===== src/rtl/wdt_core_if.sv =====
// Key/configuration/status bundle for the watchdog core.
// The master side drives keys and configuration writes, and the slave side (the core) returns status.
interface wdt_core_if;
  logic        key_wr;
  logic [15:0] key_data;
  logic        pr_wr;
  logic [2:0]  pr_data;
  logic        rlr_wr;
  logic [11:0] rlr_data;
  logic        wdt_reset;
  logic        running;
  logic        locked;
  logic [11:0] count;
  logic        early_warn;

  modport master (
    output key_wr, key_data, pr_wr, pr_data, rlr_wr, rlr_data,
    input  wdt_reset, running, locked, count, early_warn
  );

  modport slave (
    input  key_wr, key_data, pr_wr, pr_data, rlr_wr, rlr_data,
    output wdt_reset, running, locked, count, early_warn
  );
endinterface


===== src/rtl/wdt_core.sv =====
// Independent watchdog: a key-protected down-counter clocked by synchronized wdt_clk ticks.
// On timeout it issues a fixed-width reset pulse and then restarts from the reload value.
module wdt_core #(
  parameter int unsigned RST_CYCLES = 16,
  parameter int unsigned EWI_THRESH = 64,
  parameter logic [15:0] KEY_START  = 16'hCCCC,
  parameter logic [15:0] KEY_RELOAD = 16'hAAAA,
  parameter logic [15:0] KEY_UNLOCK = 16'h5555
) (
  input  logic       clk,
  input  logic       reset,
  input  logic       wdt_clk,
  wdt_core_if.slave  bus
);

  typedef enum logic [1:0] {IDLE, RUN, FIRE} state_t;

  state_t      state_q, state_d;
  logic [11:0] count_q, count_d;
  logic [11:0] rlr_q, rlr_d;
  logic [2:0]  pr_q, pr_d;
  logic [2:0]  pr_act_q, pr_act_d;
  logic [7:0]  presc_q, presc_d;
  logic [7:0]  fire_q, fire_d;
  logic        locked_q, locked_d;
  logic        ew_q, ew_d;
  logic        s1_q, s2_q, s3_q;
  logic        tick;
  logic        load;

  function automatic logic [7:0] div_last(input logic [2:0] pr);
    logic [8:0] d;
    d = (pr == 3'd7) ? 9'd256 : (9'd4 << pr);
    return 8'(d - 9'd1);
  endfunction

  always_ff @(posedge clk or posedge reset) begin
    if (reset) begin
      s1_q <= 1'b0;
      s2_q <= 1'b0;
      s3_q <= 1'b0;
    end else begin
      s1_q <= wdt_clk;
      s2_q <= s1_q;
      s3_q <= s2_q;
    end
  end

  assign tick = s2_q & ~s3_q;

  // The divider in use is latched at load so PR writes only take effect at the next start/reload.
  always_comb begin
    state_d  = state_q;
    count_d  = count_q;
    rlr_d    = rlr_q;
    pr_d     = pr_q;
    pr_act_d = pr_act_q;
    presc_d  = presc_q;
    fire_d   = fire_q;
    locked_d = locked_q;
    load     = 1'b0;

    if (!locked_q) begin
      if (bus.pr_wr)  pr_d  = bus.pr_data;
      if (bus.rlr_wr) rlr_d = bus.rlr_data;
    end

    case (state_q)
      FIRE: begin
        if (fire_q == 8'(RST_CYCLES - 1)) begin
          state_d = RUN;
          load    = 1'b1;
        end else begin
          fire_d = fire_q + 8'd1;
        end
      end
      default: begin
        if (bus.key_wr) begin
          if (bus.key_data == KEY_UNLOCK) begin
            locked_d = 1'b0;
          end else begin
            locked_d = 1'b1;
            if (bus.key_data == KEY_START && state_q == IDLE) begin
              state_d = RUN;
              load    = 1'b1;
            end else if (bus.key_data == KEY_RELOAD && state_q == RUN) begin
              load = 1'b1;
            end
          end
        end
        // A reload in the same cycle as a prescaler wrap suppresses the decrement.
        if (state_q == RUN && !load && tick) begin
          if (presc_q == div_last(pr_act_q)) begin
            presc_d = 8'd0;
            if (count_q == 12'd0) begin
              state_d = FIRE;
              fire_d  = 8'd0;
            end else begin
              count_d = count_q - 12'd1;
            end
          end else begin
            presc_d = presc_q + 8'd1;
          end
        end
      end
    endcase

    if (load) begin
      count_d  = rlr_q;
      presc_d  = 8'd0;
      pr_act_d = pr_q;
    end

    ew_d = (state_d == RUN) && (count_d <= 12'(EWI_THRESH));
  end

  always_ff @(posedge clk or posedge reset) begin
    if (reset) begin
      state_q  <= IDLE;
      count_q  <= 12'hFFF;
      rlr_q    <= 12'hFFF;
      pr_q     <= 3'd0;
      pr_act_q <= 3'd0;
      presc_q  <= 8'd0;
      fire_q   <= 8'd0;
      locked_q <= 1'b1;
      ew_q     <= 1'b0;
    end else begin
      state_q  <= state_d;
      count_q  <= count_d;
      rlr_q    <= rlr_d;
      pr_q     <= pr_d;
      pr_act_q <= pr_act_d;
      presc_q  <= presc_d;
      fire_q   <= fire_d;
      locked_q <= locked_d;
      ew_q     <= ew_d;
    end
  end

  assign bus.wdt_reset  = (state_q == FIRE);
  assign bus.running    = (state_q != IDLE);
  assign bus.locked     = locked_q;
  assign bus.count      = count_q;
  assign bus.early_warn = ew_q;

endmodule

===== src/flat_wrapper.sv =====
// flat-port wrapper written by rule: the top's interface ports become plain ports
module wdt_core_flat 
#(
  parameter int unsigned RST_CYCLES = 16,
  parameter int unsigned EWI_THRESH = 64,
  parameter logic [15:0] KEY_START  = 16'hCCCC,
  parameter logic [15:0] KEY_RELOAD = 16'hAAAA,
  parameter logic [15:0] KEY_UNLOCK = 16'h5555
)
  (clk, reset, wdt_clk, bus_key_wr, bus_key_data, bus_pr_wr, bus_pr_data, bus_rlr_wr, bus_rlr_data, bus_wdt_reset, bus_running, bus_locked, bus_count, bus_early_warn);
  wdt_core_if bus_i ();
  input  logic clk;
  input  logic reset;
  input  logic wdt_clk;
  input wire logic [$bits(bus_i.key_wr)-1:0] bus_key_wr;
  input wire logic [$bits(bus_i.key_data)-1:0] bus_key_data;
  input wire logic [$bits(bus_i.pr_wr)-1:0] bus_pr_wr;
  input wire logic [$bits(bus_i.pr_data)-1:0] bus_pr_data;
  input wire logic [$bits(bus_i.rlr_wr)-1:0] bus_rlr_wr;
  input wire logic [$bits(bus_i.rlr_data)-1:0] bus_rlr_data;
  output wire logic [$bits(bus_i.wdt_reset)-1:0] bus_wdt_reset;
  output wire logic [$bits(bus_i.running)-1:0] bus_running;
  output wire logic [$bits(bus_i.locked)-1:0] bus_locked;
  output wire logic [$bits(bus_i.count)-1:0] bus_count;
  output wire logic [$bits(bus_i.early_warn)-1:0] bus_early_warn;
  assign bus_i.key_wr = bus_key_wr;
  assign bus_i.key_data = bus_key_data;
  assign bus_i.pr_wr = bus_pr_wr;
  assign bus_i.pr_data = bus_pr_data;
  assign bus_i.rlr_wr = bus_rlr_wr;
  assign bus_i.rlr_data = bus_rlr_data;
  assign bus_wdt_reset = bus_i.wdt_reset;
  assign bus_running = bus_i.running;
  assign bus_locked = bus_i.locked;
  assign bus_count = bus_i.count;
  assign bus_early_warn = bus_i.early_warn;
  wdt_core #(.RST_CYCLES(RST_CYCLES), .EWI_THRESH(EWI_THRESH), .KEY_START(KEY_START), .KEY_RELOAD(KEY_RELOAD), .KEY_UNLOCK(KEY_UNLOCK)) u_core (.clk(clk), .reset(reset), .wdt_clk(wdt_clk), .bus(bus_i));
endmodule

===== config.mk =====
export PLATFORM = sky130hd
export DESIGN_NAME = wdt_core_flat
export DESIGN_NICKNAME = d
export VERILOG_FILES = /design/src/rtl/wdt_core_if.sv /design/src/rtl/wdt_core.sv /design/src/flat_wrapper.sv
export SDC_FILE = /design/constraint.sdc
export NUM_CORES = 1
export LEC_CHECK = 0
export ABC_AREA = 1
export ABC_CLOCK_PERIOD_IN_PS = 2200
export CORE_MARGIN = 5
export CORE_UTILIZATION = 50
export DETAILED_ROUTE_END_ITERATION = 10
export PLACE_DENSITY_LB_ADDON = 0.1
export SETUP_SLACK_MARGIN = 0.5
export SLEW_MARGIN = 20
export SYNTH_ARGS = -nofsm -noshare
export SYNTH_HDL_FRONTEND = slang
export SYNTH_SLANG_ARGS = --single-unit

===== constraint.sdc =====
create_clock -name clk -period 2.2 [get_ports clk]
set_input_delay 0.55 -clock clk [delete_from_list [all_inputs] [get_ports clk]]
set_output_delay 0.55 -clock clk [all_outputs]
set_load 0.03 [all_outputs]

==> flow_summary.toml <==
[run_status]
run_status = "complete, but fails checks"
violated_checks = "negative setup slack"

[sta]
finalMaxSlewViolations = 0
clock_skew_ns = 0.01047
finalWorstPathRequiredPeriod_ns = 2.484
max_freq_mhz = 402.5
rsz0062_at_grt = "true"
worst_path_setup_slack_after_routing_ns = -0.2844
worst_slew_pin_slew_ns = 0.2985
timing.final.hold_violations = 0
max-slew-margin-rel_pct = 80.03
fin_crit_sh_pct = 112.9
final-setup-viol-count = 18

[logic_synthesis]
synthArstFlopShare_pct = 100.0
synthMostInstantiatedCell = "nand2_1"
synth_instances = 528
edff_count_synth = 0
post_synth_instance_area_sq_um = 3608
synth.net_count = 569
yosys-top-cells-area = "dfrtp_1, dfstp_2, nand2_1, inv_1, nor2_1"
synth.top_cells.by_count = "nand2_1, inv_1, nor2_1"
synth_register_bits = 53
ys_warns = 0
synthesized_area_per_cell_sq_um = 6.834
synth_top_area_share_pct = 19.42
synthDistinctLibCells = 38
dominantRegCellSynth = "dfrtp_1"
netlist.top_cell.by_area = "dfrtp_1"
share_of_synthesized_area_occupied_by_flip_flops_and_latches_pct = 37.62

[global_routing]
grt_start_max_net_pins = 54
wire_length_of_the_first_global_routing_pass_um = 16530
total_gr_overflow = 0
antenna_found_initial = 0
groute.usage.overall_pct = 22.82
grt_pass1_vias = 3806

[detailed_routing]
viasPerCell = 5.087
vias = 3912
detail_route.wl_per_cell_um = 13.30
drt_drc_violations_left = 0
dr.first_iter.drc_count = 181
routed_wl_um = 10230
drt-pass1-iter-count = 5
antenna_nets_post_route = 0

[final_layout]
post_route_cells_drive_above_1_share_pct = 37.61
area_growth_pct = 45.56
final_design_area_no_fill_sq_um = 5253
final-instance-count-excl-fill = 769
antenna-diode-count = 0
fin_util_pct = 73.60
final_net_count = 710
n_fill_cell = 557

[die]
core_sq_um = 7137
die-area_sq_um = 9016
floorplan.die.width_um = 94.95
fp.dieH_um = 94.95
io-pin-count = 53
floorplan.rows = 31
initial_utilization_pct = 50.56

[clock_network]
clock_pin_transition_on_the_worst_setup_and_hold_timing_paths_ns = 0.10
clock_tree.root_cell = "clkbuf_8"
clkSinkCount = 53
h_tree_lvls = 2
tritoncts = "built"
cts-buffers-inserted = 5
clkLatencyLatePin_ns = 0.30
clock_tree.buffer_depth = 2

[critical_path]
worstSetupPathType = "reg -> reg"
regToRegStartpoint = "u_core.pr_act_q[1]"
worst_r2r_path_depth = 20
critPathBufInv = 2
cp-start-kind = "flop"
worstPathArrival_ns = 2.72
crit_required_ns = 2.44
critical_path.endpoint_type = "flop"
timing.critical_path.mode_cell = "nand2_2"
r2r_end = "u_core.bus.early_warn"
crit_path_max_incr_delay_ns = 0.42
critPathMaxFanout = 7
critical_path.cell_chain = "nor2_2 -> nand2_2 -> ha_4 -> inv_2 -> nand2_2 -> nand2_2 -> nor2_2 -> nand2_2 -> nor2_4 -> nand3_4 -> buf_6 -> nand2_2 -> nand2_2 -> nand2_2 -> nand3_2 -> nand2_2 -> nand3_1 -> nor2_1 -> nor2_1 -> nor2_2"
timing.critical_path.max_delay_family = "simple AND/OR/NAND/NOR gates"
r2r_slack_ns = -0.28
slowest_stage = "dfrtp_1"

[min_path]
endpoint_of_the_worst_hold_timing_path = "u_core.s2_q"
min-delay-start = "u_core.s1_q"
hp-class = "reg -> reg"
hold-path-cell-count = 0

[power]
switching_share_pct = 23.61
p_seq_share_pct = 59.0
clockPowerShare_pct = 30.9
comb_power_share_pct = 10.0
total_leakage_power_uw = 0.002566
power_switching_uw = 411.8
intPower_uw = 1333
peakVddDrop_mv = 0.2956
power_uw = 1744
power-per-cell-area_nw_per_um2 = 332.1

[job]
drv.max_cap_violation_count = 0

[placement]
numPortBuffers = 52
post_detail_place_hpwl_um = 7338
dpl-instance-area_sq_um = 4696
gp_congestion = 0.8806
dpl.cell_count = 730
-- stage by stage --
step / worst slack [ns] / hold WS [ns] / TNS (ns)
after floorplan: -0.002163 / 0.3312 / -0.002163
after global placement: -0.3829 / 0.3368 / -6.048
after detailed placement: -0.4470 / 0.3411 / -7.519
after CTS: -0.2099 / 0.3611 / -1.564
after global routing: -0.4106 / 0.3846 / -4.849
final: -0.2844 / 0.3567 / -2.388
-- power groups by stage --
stage                     clock (uW)  combinational (uW)  sequential [uW]
final                            540                 175             1030
after global routing             603                 195             1030
after CTS                        560                 170             1030
after detailed placement           0                 174             1050
after global placement             0                 171             1040
after floorplan                    0                72.9             1040
-- what timing repair did --
item,in CTS,in global routing
hold buffers,0,0
cloned,1,0
gates resized for setup,160,90
setup buffers,16,14
endpoints found under the setup margin,50,44
pin swaps,31,30
-- worst reg2reg max path, delay by kind of cell, from the launching register on --
family | cells | cell delay [ns]
and+or+nand+nor | 17 | 1.51
DFF | 1 | 0.42
adders and majority gates | 1 | 0.28
buffers and inverters | 2 | 0.20
-- logic make-up (layout without fill, tap and decap cells) --
kind of cell    after synthesis  after routing  synth area share, %
fa+ha+maj                     4              4                1.387
flops                        53             53                37.62
buf+inv                      86            227                9.501
compound gates               51             51                7.524
mux                           6              6                1.872
xor+xnor                      9              9                2.184
simple gates                319            320                39.91
-- metal layers --
metal	global-route usage, %	vias to the layer above	part of all wire (%)
met3	3.347	22	5.8
met1	28.93	1792	41
met5	0	-	0
met2	39.58	143	51
met4	7.813	0	2.2
li1	-	1955	-
-- worst max-delay path by stage --
stage,slack [ns],end,cells past startpoint,startpoint
after floorplan,-0.002,u_core.fire_q[7],18,u_core.pr_act_q[1]
after global placement,-0.38,u_core.bus.early_warn,14,bus_key_data[13]
after detailed placement,-0.45,u_core.bus.early_warn,14,bus_key_data[13]
after CTS,-0.21,u_core.bus.early_warn,17,u_core.pr_act_q[1]
after global routing,-0.41,u_core.bus.early_warn,19,u_core.pr_act_q[1]
final,-0.28,u_core.bus.early_warn,20,u_core.pr_act_q[1]
-- layout make-up --
class	instances	area, sq um	share of cell area, %
clock inverter	1	7.507	0.1429
sequential	53	1359	25.87
multi-input combinational	390	2167	41.26
clock buffer	7	76.32	1.453
tap	99	123.9	2.358
timing repair buffer	139	1212	23.08
inverter	80	306.5	5.836
-- cell usage in the layout, fill, tap and decap left out, types with 11 or more instances in the layout --
master | Yosys | layout
dfrtp_1 | 28 | 27
buf_4 | 1 | 65
dfstp_2 | 25 | 25
inv_2 | 3 | 17
clkbuf_2 | 0 | 12
inv_1 | 77 | 61
a21oi_1 | 22 | 20
nand2_2 | 10 | 32
nand2_1 | 157 | 132
nand4_1 | 11 | 11
nor2_1 | 65 | 58
clkdlybuf4s50_1 | 0 | 20
buf_6 | 2 | 32
nand3_1 | 41 | 36
-- registers in the layout, summed over array words and instances (netlist names), 2 cells and up --
signal and cells:
u_core.state_q 2, u_core.bus.count 12, u_core.pr_q 3, u_core.presc_q 8
u_core.pr_act_q 3, u_core.fire_q 8, u_core.rlr_q 12
(Power assumes the default switching activity.)
